**config.mk**
```make
export PLATFORM = sky130hd
export DESIGN_NAME = systolic_ctrl_flat
export DESIGN_NICKNAME = d
export VERILOG_FILES = /design/src/rtl/systolic_ctrl_pkg.sv /design/src/rtl/systolic_ctrl_if.sv /design/src/rtl/systolic_ctrl_skew.sv /design/src/rtl/systolic_ctrl.sv /design/src/flat_wrapper.sv
export SDC_FILE = /design/constraint.sdc
export NUM_CORES = 1
export LEC_CHECK = 0
export ABC_AREA = 1
export BUFFER_PORTS_ARGS = -buffer_cell sky130_fd_sc_hd__buf_4
export CORE_ASPECT_RATIO = 0.6
export CORE_MARGIN = 5
export CORE_UTILIZATION = 57
export CTS_BUF_LIST = sky130_fd_sc_hd__clkbuf_2
export DETAILED_ROUTE_END_ITERATION = 16
export PLACE_DENSITY = 0.88
export SYNTH_ARGS = -nofsm -noshare
export SYNTH_HDL_FRONTEND = slang
export SYNTH_HIERARCHICAL = 1
export SYNTH_SLANG_ARGS = --single-unit
```
**constraint.sdc**
```tcl
create_clock -name clk -period 3.8 [get_ports clk]
set_clock_uncertainty 0.1 [all_clocks]
set_input_delay 0.19 -clock clk [delete_from_list [all_inputs] [get_ports clk]]
set_output_delay 0.19 -clock clk [all_outputs]
set_load 0.01 [all_outputs]
```
**src/rtl/systolic_ctrl_pkg.sv**
```systemverilog
// systolic_pkg: shared types and defaults for the systolic array sequencer.
//   state_e       : sequencer FSM states
//   N_DEF/DW_DEF  : default array dimension and operand width
//   K_W_DEF       : default k_len / read address width
//   FLUSH_CYCLES  : drain time of the default array (2N-1)
//   flush_cycles(): drain time for an arbitrary N
package systolic_pkg;

    localparam int N_DEF        = 4;
    localparam int DW_DEF       = 8;
    localparam int K_W_DEF      = 8;
    localparam int FLUSH_CYCLES = 2 * N_DEF - 1;

    typedef enum logic [2:0] {
        IDLE  = 3'd0,
        CLEAR = 3'd1,
        FEED  = 3'd2,
        FLUSH = 3'd3,
        DONE  = 3'd4
    } state_e;

    // Cycles for the last element to travel from PE(0,0) to PE(N-1,N-1).
    function automatic int flush_cycles(input int n);
        return 2 * n - 1;
    endfunction

endpackage

```
**src/rtl/systolic_ctrl_if.sv**
```systemverilog
// systolic_ctrl_if: host/buffer/array bundle around the sequencer.
//   master : host + operand buffer + array side (drives start, k_len, a_col, b_row)
//   slave  : sequencer side (drives busy, done, rd_en, rd_addr, left_vec, up_vec,
//            pe_clr and, with SYSTOLIC_CTRL_PERF_EN, perf_cycles)
// Optional macro: SYSTOLIC_CTRL_PERF_EN adds perf_cycles.
interface systolic_ctrl_if
    import systolic_pkg::*;
#(
    parameter int N          = N_DEF,
    parameter int DATA_WIDTH = DW_DEF,
    parameter int K_W        = K_W_DEF
) ();

    logic                             start;
    logic [K_W-1:0]                   k_len;
    logic                             busy;
    logic                             done;
    logic                             rd_en;
    logic [K_W-1:0]                   rd_addr;
    logic [N-1:0][DATA_WIDTH-1:0]     a_col;
    logic [N-1:0][DATA_WIDTH-1:0]     b_row;
    logic [N-1:0][DATA_WIDTH-1:0]     left_vec;
    logic [N-1:0][DATA_WIDTH-1:0]     up_vec;
    logic                             pe_clr;
`ifdef SYSTOLIC_CTRL_PERF_EN
    logic [31:0]                      perf_cycles;

    modport master (
        output start, k_len, a_col, b_row,
        input  busy, done, rd_en, rd_addr, left_vec, up_vec, pe_clr, perf_cycles
    );
    modport slave (
        input  start, k_len, a_col, b_row,
        output busy, done, rd_en, rd_addr, left_vec, up_vec, pe_clr, perf_cycles
    );
`else
    modport master (
        output start, k_len, a_col, b_row,
        input  busy, done, rd_en, rd_addr, left_vec, up_vec, pe_clr
    );
    modport slave (
        input  start, k_len, a_col, b_row,
        output busy, done, rd_en, rd_addr, left_vec, up_vec, pe_clr
    );
`endif

endinterface

```
**src/rtl/systolic_ctrl_skew.sv**
```systemverilog
// skew_line: DEPTH-stage delay for one operand lane with a valid bit per stage.
//   clk, rst : clock, asynchronous active-high reset
//   data_i   : lane data from the operand buffer
//   vld_i    : data_i is a real operand this cycle
//   data_o   : data_i delayed DEPTH cycles, forced to 0 when its valid bit is 0
// DEPTH=0 is a gated wire-through.
module skew_line #(
    parameter int DEPTH      = 0,
    parameter int DATA_WIDTH = 8
) (
    input  logic                  clk,
    input  logic                  rst,
    input  logic [DATA_WIDTH-1:0] data_i,
    input  logic                  vld_i,
    output logic [DATA_WIDTH-1:0] data_o
);

    generate
        if (DEPTH == 0) begin : g_wire
            assign data_o = vld_i ? data_i : '0;
        end else begin : g_pipe
            logic [DEPTH-1:0]                 vld_pipe;
            logic [DEPTH-1:0][DATA_WIDTH-1:0] dat_pipe;

            always_ff @(posedge clk or posedge rst) begin
                if (rst) begin
                    vld_pipe <= '0;
                    dat_pipe <= '0;
                end else begin
                    vld_pipe[0] <= vld_i;
                    dat_pipe[0] <= data_i;
                    for (int s = 1; s < DEPTH; s++) begin
                        vld_pipe[s] <= vld_pipe[s-1];
                        dat_pipe[s] <= dat_pipe[s-1];
                    end
                end
            end

            assign data_o = vld_pipe[DEPTH-1] ? dat_pipe[DEPTH-1] : '0;
        end
    endgenerate

endmodule

```
**src/rtl/systolic_ctrl.sv**
```systemverilog
// systolic_ctrl: sequencer for an N x N output-stationary systolic MAC array.
//   clk, rst : clock, asynchronous active-high reset
//   bus      : systolic_ctrl_if.slave
//     start/k_len      : host request, k_len sampled on acceptance in IDLE
//     busy/done        : busy CLEAR..FLUSH, done one-cycle pulse
//     rd_en/rd_addr    : operand buffer read, data returns one cycle later on a_col/b_row
//     left_vec/up_vec  : diagonally skewed lanes into the array edges
//     pe_clr           : accumulator clear during CLEAR
//     perf_cycles      : busy cycles of the last operation (SYSTOLIC_CTRL_PERF_EN only)
// Optional macro: SYSTOLIC_CTRL_PERF_EN.
module systolic_ctrl
    import systolic_pkg::*;
#(
    parameter int N          = N_DEF,
    parameter int DATA_WIDTH = DW_DEF,
    parameter int K_W        = K_W_DEF
) (
    input  logic      clk,
    input  logic      rst,
    systolic_ctrl_if.slave bus
);

    localparam int FL   = flush_cycles(N);
    localparam int FC_W = (FL > 1) ? $clog2(FL) : 1;

    state_e          state_q, state_d;
    logic [K_W-1:0]  k_len_q;
    logic [K_W-1:0]  cnt_q;
    logic [FC_W-1:0] fl_q;
    logic            vld_q;

    logic            busy_w, done_w, rd_en_w, pe_clr_w;
    logic [K_W-1:0]  rd_addr_w;
    logic            feed_last, flush_last, accept;

    assign feed_last  = (cnt_q == k_len_q - K_W'(1));
    assign flush_last = (fl_q == FC_W'(FL - 1));
    assign accept     = (state_q == IDLE) && bus.start;

    // ---- state register
    always_ff @(posedge clk or posedge rst) begin
        if (rst) state_q <= IDLE;
        else     state_q <= state_d;
    end

    // ---- next state
    always_comb begin
        state_d = state_q;
        case (state_q)
            IDLE:    if (bus.start) state_d = CLEAR;
            CLEAR:   state_d = (k_len_q == '0) ? DONE : FEED;
            FEED:    if (feed_last) state_d = FLUSH;
            FLUSH:   if (flush_last) state_d = DONE;
            DONE:    state_d = IDLE;
            default: state_d = IDLE;
        endcase
    end

    // ---- outputs
    always_comb begin
        busy_w    = 1'b0;
        done_w    = 1'b0;
        rd_en_w   = 1'b0;
        pe_clr_w  = 1'b0;
        rd_addr_w = '0;
        case (state_q)
            CLEAR: begin
                busy_w   = 1'b1;
                pe_clr_w = 1'b1;
            end
            FEED: begin
                busy_w    = 1'b1;
                rd_en_w   = 1'b1;
                rd_addr_w = cnt_q;
            end
            FLUSH:   busy_w = 1'b1;
            DONE:    done_w = 1'b1;
            default: ;
        endcase
    end

    // ---- counters and read-data valid
    always_ff @(posedge clk or posedge rst) begin
        if (rst) begin
            k_len_q <= '0;
            cnt_q   <= '0;
            fl_q    <= '0;
            vld_q   <= 1'b0;
        end else begin
            if (accept) k_len_q <= bus.k_len;
            // Address counter holds at k_len-1, so it can never wrap.
            if (state_q == CLEAR)                 cnt_q <= '0;
            else if (state_q == FEED && !feed_last) cnt_q <= cnt_q + K_W'(1);
            if (state_q == FEED)                  fl_q <= '0;
            else if (state_q == FLUSH)            fl_q <= fl_q + FC_W'(1);
            // Buffer data lands one cycle after the read strobe.
            vld_q <= rd_en_w;
        end
    end

    // ---- diagonal skew: lane i delayed i cycles
    logic [N-1:0][DATA_WIDTH-1:0] left_w, up_w;

    for (genvar i = 0; i < N; i++) begin : g_lane
        skew_line #(.DEPTH(i), .DATA_WIDTH(DATA_WIDTH)) u_skew_a (
            .clk    (clk),
            .rst    (rst),
            .data_i (bus.a_col[i]),
            .vld_i  (vld_q),
            .data_o (left_w[i])
        );
        skew_line #(.DEPTH(i), .DATA_WIDTH(DATA_WIDTH)) u_skew_b (
            .clk    (clk),
            .rst    (rst),
            .data_i (bus.b_row[i]),
            .vld_i  (vld_q),
            .data_o (up_w[i])
        );
    end

    assign bus.busy     = busy_w;
    assign bus.done     = done_w;
    assign bus.rd_en    = rd_en_w;
    assign bus.rd_addr  = rd_addr_w;
    assign bus.pe_clr   = pe_clr_w;
    assign bus.left_vec = left_w;
    assign bus.up_vec   = up_w;

`ifdef SYSTOLIC_CTRL_PERF_EN
    logic [31:0] perf_q;

    // Cleared on acceptance, counts busy cycles, saturates, holds after done.
    always_ff @(posedge clk or posedge rst) begin
        if (rst)                             perf_q <= '0;
        else if (accept)                     perf_q <= '0;
        else if (busy_w && (perf_q != '1))   perf_q <= perf_q + 32'd1;
    end

    assign bus.perf_cycles = perf_q;
`endif

endmodule

```
**src/flat_wrapper.sv**
```systemverilog
// flat-port wrapper written by rule: the top's interface ports become plain ports
module systolic_ctrl_flat import systolic_pkg::*;
#(
    parameter int N          = N_DEF,
    parameter int DATA_WIDTH = DW_DEF,
    parameter int K_W        = K_W_DEF
)
  (clk, rst, bus_start, bus_k_len, bus_a_col, bus_b_row, bus_busy, bus_done, bus_rd_en, bus_rd_addr, bus_left_vec, bus_up_vec, bus_pe_clr);
  systolic_ctrl_if #(.N(N), .DATA_WIDTH(DATA_WIDTH), .K_W(K_W)) bus_i ();
  input  logic clk;
  input  logic rst;
  input wire logic [$bits(bus_i.start)-1:0] bus_start;
  input wire logic [$bits(bus_i.k_len)-1:0] bus_k_len;
  input wire logic [$bits(bus_i.a_col)-1:0] bus_a_col;
  input wire logic [$bits(bus_i.b_row)-1:0] bus_b_row;
  output wire logic [$bits(bus_i.busy)-1:0] bus_busy;
  output wire logic [$bits(bus_i.done)-1:0] bus_done;
  output wire logic [$bits(bus_i.rd_en)-1:0] bus_rd_en;
  output wire logic [$bits(bus_i.rd_addr)-1:0] bus_rd_addr;
  output wire logic [$bits(bus_i.left_vec)-1:0] bus_left_vec;
  output wire logic [$bits(bus_i.up_vec)-1:0] bus_up_vec;
  output wire logic [$bits(bus_i.pe_clr)-1:0] bus_pe_clr;
  assign bus_i.start = bus_start;
  assign bus_i.k_len = bus_k_len;
  assign bus_i.a_col = bus_a_col;
  assign bus_i.b_row = bus_b_row;
  assign bus_busy = bus_i.busy;
  assign bus_done = bus_i.done;
  assign bus_rd_en = bus_i.rd_en;
  assign bus_rd_addr = bus_i.rd_addr;
  assign bus_left_vec = bus_i.left_vec;
  assign bus_up_vec = bus_i.up_vec;
  assign bus_pe_clr = bus_i.pe_clr;
  systolic_ctrl #(.N(N), .DATA_WIDTH(DATA_WIDTH), .K_W(K_W)) u_core (.clk(clk), .rst(rst), .bus(bus_i));
endmodule
```
==> run summary, run 1 <==
Slowest-stage cell, CP = dfrtp_1
grt ovf = 0
fin nets = 784
crit end category = primary output
endpoints failing setup = 0
number of global-route vias before repair = 3989
DP Wirelength = 8.45 mm
Synth Instances = 468
Max Buffers Root-to-Sink = 2
clk_lat worst skew = 0.65 ns
Reg area = 0.00328 sq mm
Synth area leader = dfrtp_1
status = complete, no violations
CTS Root Cell = clkbuf_2
Post-synth EDFFs = 0
TNS Setup = 0 ns
Hold WC Path Type = input port to asynchronous set/reset pin
Finished Layout Cells = 828
Vert. Die Dim = 81.4 um
Max Slew Vio Count = 0
RSZ-0062 raised after global routing = false
Num Clock Sinks = 131
Leak Pwr = 4.00 nW
TritonCTS buffer count = 17
Multi-input gate area = 0.00110 sq mm
VDD IR max = 402 uV
PwrDens = 572 mW/mm^2
Ys Warns = 6
FF-to-FF setup slack = 1.71 ns
Area growth syn-to-layout = 45.3%
Post-DRT Antenna Nets = 0
top_reg_cell synth = dfrtp_1
worst setup path start = u_core/state_q[0]
Final Cycle Share = 0.696
global-route wire length before repair = 20.2 mm
Mean Syn Cell Area = 10.3 sq um
DRT Pass-1 Iters = 5
sequential area share after synthesis = 0.677
FFs w/ async S/R, synth = 1.00
max incr delay on CP = 0.46 ns
CTS tree = built
synth top area cells = dfrtp_1 68%, nand2_1 8.8%, inv_1 7.7%
DR DRC count = 0
Worst setup SP type = flop
worst path arrival time = 2.35 ns
fill count = 423
CP Class = flop to primary output
CP Max Fanout = 12
Initial Util = 0.577
max cap viols = 0
GRT met1 Usage = 0.322
WP data required = 3.51 ns
Die Footprint = 0.0105 sq mm
std cell rows = 26
placed cells = 716
hold_ws = 0.0962 ns
post-synth top area share = 0.677
Syn Std Cell Area = 0.00484 sq mm
Fmax = 378 MHz
via count = 4057
met2 GRT Util = 0.436
Final Util = 0.839
CTS resizes = 0
chip width = 129 um
largest net degree at the start of global routing = 28
total inserted antenna cells = 0
Critical Path Sink = bus_rd_en
Final min period = 2.64 ns
Synth cell types = 26
Detailed Route WL = 14.0 mm
r2r startpoint = u_core/state_q[0]
PortBufs = 150
Synth Register Bits = 131
post-DR wirelength/cell = 16.9 um
busiest metal layer after global routing = met2
syn nets = 548
Slew @ Worst Pin = 1.05 ns
GRT Util Overall = 0.257
Iter 0 DRT Violations = 316
GP Congestion = 0.919
share of layout cells above drive strength 1 = 0.281
initial antenna violation count = 0
GR Util met3 = 0.0762
max_slew headroom = 0.298
R2R Path End = u_core/state_q[2]
# IOs = 151
path depth of the worst reg2reg path = 6
# Post-CTS Setup Buffers = 0
crit path cell chain = nor2_1, nand2_1, inv_1, buf_4
DR vias/cell = 4.90
clock-pin slew on the worst setup and hold paths = 0.21 ns
Hold Vio Cnt, Final = 0
CTS H-Tree Depth = 4
Core Region = 0.00839 sq mm
worst min-delay path by stage:
stage	startpoint	to	slack (ns)	depth (start not counted)
final	rst	u_core/g_lane[2].u_skew_b/g_pipe.vld_pipe[0]	0.1	3
after global routing	bus_a_col[30]	u_core/g_lane[3].u_skew_a/g_pipe.dat_pipe[6]	-0.01	2
after CTS	bus_a_col[10]	u_core/g_lane[1].u_skew_a/g_pipe.dat_pipe[2]	0.007	2
after detailed placement	rst	u_core/g_lane[1].u_skew_b/g_pipe.dat_pipe[7]	0.14	2
after global placement	rst	u_core/g_lane[1].u_skew_a/g_pipe.vld_pipe	0.12	2
after floorplan	rst	u_core/g_lane[1].u_skew_a/g_pipe.dat_pipe[0]	-0.08	1
area by class of cell:
cell class	instances	share of cell area
timing repair buffer	231	0.275
multi-input combinational	220	0.156
clock buffer	17	0.0121
tap	112	0.0199
inverter	103	0.0549
clock inverter	14	0.0165
sequential	131	0.466
flip-flops by register name, summed over array words and instances (netlist names), 3 cells and up:
signal / flops
u_core/g_lane.u_skew_a/g_pipe.dat_pipe: 48
u_core/g_lane.u_skew_b/g_pipe.dat_pipe: 48
u_core/cnt_q: 8
u_core/k_len_q: 8
u_core/g_lane.u_skew_a/g_pipe.vld_pipe: 6
u_core/g_lane.u_skew_b/g_pipe.vld_pipe: 6
u_core/fl_q: 3
u_core/state_q: 3
what timing repair did:
action / CTS / global route
hold buffers: 59 / 22
hold endpoints to repair: 190 / 22
endpoints found under the setup margin: 0 / 0
cell usage in the layout, fill, tap and decap left out, types with 3 or more instances in the layout:
| cell | count |
|---|---|
| a21oi_1 | 8 |
| buf_4 | 150 |
| clkbuf_2 | 17 |
| clkinv_2 | 4 |
| clkinvlp_4 | 6 |
| dfrtp_1 | 131 |
| dlygate4sd3_1 | 81 |
| ha_1 | 5 |
| inv_1 | 100 |
| inv_2 | 3 |
| nand2_1 | 113 |
| nand3_1 | 16 |
| nand3_2 | 10 |
| nand4_1 | 7 |
| nor2_1 | 34 |
| nor2_2 | 4 |
| o21ai_0 | 4 |
| xnor2_1 | 3 |
| xor2_1 | 7 |
critical path, delay by kind of cell, from the launching register on:
| kind | cells | cell delay [ns] |
|---|---|---|
| flops | 1 | 0.46 |
| simple gates | 2 | 0.63 |
| buf+inv | 2 | 0.62 |
per-layer routing:
metal / routed length (um) / part of all wire / vias to the layer above
li1: - / - / 1845
met1: 5220 / 0.37 / 1940
met2: 7180 / 0.51 / 224
met3: 1150 / 0.083 / 48
met4: 395 / 0.028 / 0
met5: 0 / 0 / -
through the flow:
| step | total power, mW | worst slack, ns | cell area, sq um |
|---|---|---|---|
| floorplan | 2.62 | 2.04 | 4840 |
| global placement | 3.09 | 1.97 | 6030 |
| detailed placement | 3.17 | 1.81 | 6030 |
| CTS | 3.95 | 1.13 | 6820 |
| global route | 4.27 | 0.941 | 7040 |
| finish | 4.03 | 1.16 | 7040 |
Yosys cell counts (2+ instances only):
cell type and number:
xor2_1 7, ha_1 5, o21ai_0 4, a21oi_1 8, nor2_2 4, nor2_1 34
nand4_1 7, inv_2 3, dfrtp_1 131, nand3_1 16, nand2_1 113, clkbuf_1 2
xnor2_1 3, nand3_2 10, buf_2 11, inv_1 100
cell families after synthesis:
family,share of synthesized area
AND/OR/NAND/NOR,0.179
flip-flops,0.677
buffers and inverters,0.0969
AO/OA/AOI/OAI,0.0140
XOR/XNOR,0.0181
adder cells (fa/ha/maj),0.0129
multiplexers,0.00232
where the power goes:
| group | internal, mW | total (mW) | switching [mW] | leakage, nW |
|---|---|---|---|---|
| Combinational | 0.598 | 1.42 | 0.823 | 2.33 |
| Sequential | 1.60 | 1.86 | 0.265 | 1.55 |
| Clock | 0.225 | 0.744 | 0.519 | 0.111 |
Power figures use the tool's default switching activity.
==> run 2, diff against run 1 <==
Settings changed: ABC_AREA 1 to 0, CORE_UTILIZATION 57 to 47, PLACE_DENSITY 0.88 to 0.78.
Clock period 3.8 ns to 2.3 ns, I/O delays scaled along.
==> run summary, run 2 <==
Post-synth EDFFs = 0 (unchanged)
Hold Vio Cnt, Final = 0 (unchanged)
most common cell in the netlist = dfrtp_1 (unchanged)
# IOs = 151 (unchanged)
switch share = 0.337 (was 0.399)
Syn Std Cell Area = 0.00460 sq mm (was 0.00484 sq mm)
TritonCTS buffer count = 17 (unchanged)
Synth Register Bits = 131 (unchanged)
NetSw = 2.29 mW (was 1.61 mW)
PwrDens = 917 mW/mm^2 (was 572 mW/mm^2)
Worst setup SP type = flop (unchanged)
Mean Syn Cell Area = 13.5 sq um (was 10.3 sq um)
Post-DRT Antenna Nets = 0 (unchanged)
Comb pwr share = 0.336 (was 0.353)
top flop regs = u_core/g_lane.u_skew_a/g_pipe.dat_pipe x48, u_core/g_lane.u_skew_b/g_pipe.dat_pipe x48 (unchanged)
FFs w/ async S/R, synth = 1.00 (unchanged)
Total Power = 6.80 mW (was 4.03 mW)
CP Max Fanout = 10 (was 12)
FF-to-FF setup slack = 0.07 ns (was 1.71 ns)
endpoints failing setup = 0 (unchanged)
Iter 0 DRT Violations = 106 (was 316)
CTS H-Tree Depth = 4 (unchanged)
GRT Util Overall = 0.212 (was 0.257)
std cell rows = 28 (was 26)
DR vias/cell = 4.56 (was 4.90)
CTS Root Cell = clkbuf_2 (unchanged)
Slew @ Worst Pin = 0.962 ns (was 1.05 ns)
CP most frequent cell = buf_4
R2R Path End = u_core/cnt_q[7] (was u_core/state_q[2])
PortBufs = 150 (unchanged)
GP Congestion = 0.875 (was 0.919)
status = complete, no violations (unchanged)
Fmax = 449 MHz
share of layout cells above drive strength 1 = 0.338 (was 0.281)
initial antenna violation count = 2 (was 0)
Slowest-stage cell, CP = dfrtp_1 (unchanged)
clk_lat worst skew = 0.59 ns (was 0.65 ns)
Synth cell types = 39 (was 26)
largest net degree at the start of global routing = 28 (unchanged)
RSZ-0062 raised after global routing = true (was false)
DRT Pass-1 Iters = 4 (was 5)
VDD IR max = 569 uV (was 402 uV)
Pint = 4.51 mW (was 2.42 mW)
chip width = 138 um (was 129 um)
Clk pwr share = 0.216 (was 0.185)
Area growth syn-to-layout = 61.0% (was 45.3%)
Detailed Route WL = 12.1 mm (was 14.0 mm)
worst path arrival time = 2.68 ns (was 2.35 ns)
commonest non-fill, non-tap cell in the layout = buf_4 (unchanged)
max incr delay on CP = 0.43 ns (was 0.46 ns)
Leak Pwr = 3.52 nW (was 4.00 nW)
Initial Util = 0.474 (was 0.577)
Max Slew Vio Count = 0 (unchanged)
CP Class = flop to flop (was flop to primary output)
Max Buffers Root-to-Sink = 2 (unchanged)
WP data required = 2.75 ns (was 3.51 ns)
Num Clock Sinks = 131 (unchanged)
Hold WC Path Type = input port to asynchronous set/reset pin (unchanged)
Final Cycle Share = 0.969
path depth of the worst reg2reg path = 8 (was 6)
crit end category = flop (was primary output)
Final min period = 2.23 ns
hold_ws = 0.0769 ns (was 0.0962 ns)
Vert. Die Dim = 86.7 um (was 81.4 um)
max_slew headroom = 0.358 (was 0.298)
syn nets = 422 (was 548)
Synth Instances = 342 (was 468)
DR DRC count = 0 (unchanged)
number of global-route vias before repair = 3883 (was 3989)
synth top area cells = dfrtp_1 71%, and2_1 9.0%, nand2_1 2.1% (was dfrtp_1 68%, nand2_1 8.8%, inv_1 7.7%)
max cap viols = 0 (unchanged)
CTS tree = built (unchanged)
Ys Warns = 6 (unchanged)
Flop pwr share = 0.448 (was 0.462)
Core Region = 0.00970 sq mm (was 0.00839 sq mm)
crit path cell chain = buf_4, nor3_2, nand2_2, and3_1, o31a_1, buf_4, a211oi_4, mux2i_1 (was nor2_1, nand2_1, inv_1, buf_4)
fin nets = 707 (was 784)
r2r startpoint = u_core/k_len_q[0] (was u_core/state_q[0])
Die Footprint = 0.0119 sq mm (was 0.0105 sq mm)
post-DR wirelength/cell = 15.6 um (was 16.9 um)
leading cell types in the layout, fill and taps excluded = 160 x buf_4, 129 x dfrtp_1, 113 x dlygate4sd3_1 (was 150 x buf_4, 131 x dfrtp_1, 113 x nand2_1)
commonest cells in the netlist = 131 x dfrtp_1, 66 x and2_1, 26 x nand2_1, 15 x inv_1, 8 x and3_1 (was 131 x dfrtp_1, 113 x nand2_1, 100 x inv_1, 34 x nor2_1, 16 x nand3_1)
top_reg_cell synth = dfrtp_1 (unchanged)
DP Wirelength = 7.51 mm (was 8.45 mm)
global-route wire length before repair = 19.4 mm (was 20.2 mm)
post-synth top area share = 0.712 (was 0.677)
sequential area share after synthesis = 0.712 (was 0.677)
Synth area leader = dfrtp_1 (unchanged)
clock-pin slew on the worst setup and hold paths = 0.21 ns (about the same)
family with the most delay on the worst path = simple AND/OR/NAND/NOR gates (unchanged)
WP buf/inv = 2 (unchanged)
grt ovf = 0 (unchanged)
via count = 3549 (was 4057)
run 2: changes by cell type after synthesis, moves of 4 or more:
cell	before	now
mux2i_1	0	7
nand2b_1	0	7
clkbuf_1	2	6
and3_1	0	8
inv_1	100	15
nand3_1	16	3
nand3_2	10	0
nand2_1	113	26
and2_1	1	66
mux2_2	1	5
buf_2	11	1
nor2_1	34	7
a31oi_1	0	4
run 2: cell type report:
class | count | area, sq um
Antenna cell | 3 | 7.51
Clock buffer | 18 | 90.1
Clock inverter | 14 | 178
Fill cell | 591 | 2290
Inverter | 15 | 56.3
Multi-Input combinational cell | 188 | 1290
Sequential cell | 131 | 3280
Tap cell | 135 | 169
Timing Repair Buffer | 274 | 2340
run 2: worst max-delay path by stage:
stage	from	to	slack (ns)	cells after the start
floorplan	u_core/k_len_q[0]	u_core/cnt_q[4]	0.23	8
global placement	u_core/k_len_q[1]	u_core/cnt_q[6]	0.17	9
detailed placement	u_core/k_len_q[1]	u_core/cnt_q[7]	0.02	9
CTS	u_core/state_q[1]	bus_pe_clr	0.01	4
global route	u_core/k_len_q[0]	u_core/state_q[0]	-0.03	8
finish	u_core/k_len_q[0]	u_core/cnt_q[7]	0.07	8
run 2: repair_timing:
action | 4_1_cts | 5_1_grt
pin swaps | 0 | 0
hold endpoints to repair | 188 | 0
buffers inserted | 1 | 3
endpoints found under the setup margin | 4 | 17
gates resized for setup | 1 | 15
gates cloned | 0 | 0
hold buffers | 113 | 0
run 2: worst reg2reg max path: stages (launching register included):
cell and delay (ns):
dfrtp_1 0.43, buf_4 0.16, nor3_2 0.27, nand2_2 0.13, and3_1 0.20, o31a_1 0.27
buf_4 0.18, a211oi_4 0.23, mux2i_1 0.20
run 2: metrics by stage:
stage               setup WS, ns  cell area [sq um]  setup TNS [ns]  cells  utilization
global route             -0.0284               7410         -0.0627    777        0.763
detailed placement        0.0180               5910               0    626        0.609
CTS                       0.0103               7330               0    772        0.755
global placement           0.169               5910               0    626        0.609
floorplan                  0.235               4600               0    342            -
finish                    0.0710               7410               0    778        0.764
run 2: routing by layer:
layer	track usage	routed length, um
met3	0.0481	646
met5	0	0
met1	0.264	5040
met2	0.369	6330
met4	0.0726	126
run 2: power by group through the flow:
stage | Combinational (mW) | Sequential (mW) | Clock, mW
after CTS | 2.18 | 3.02 | 1.53
after floorplan | 1.11 | 2.89 | 0
after global placement | 1.91 | 3.03 | 0
final | 2.28 | 3.05 | 1.47
after global routing | 2.48 | 3.11 | 1.64
after detailed placement | 1.97 | 3.06 | 0
run 2: kinds of logic after synthesis:
family,synth area share
AO/OA/AOI/OAI,0.0391
XOR/XNOR,0.0171
AND/OR/NAND/NOR,0.170
adder cells (fa/ha/maj),0.0136
buffers and inverters,0.0206
multiplexers,0.0274
flip-flops,0.712
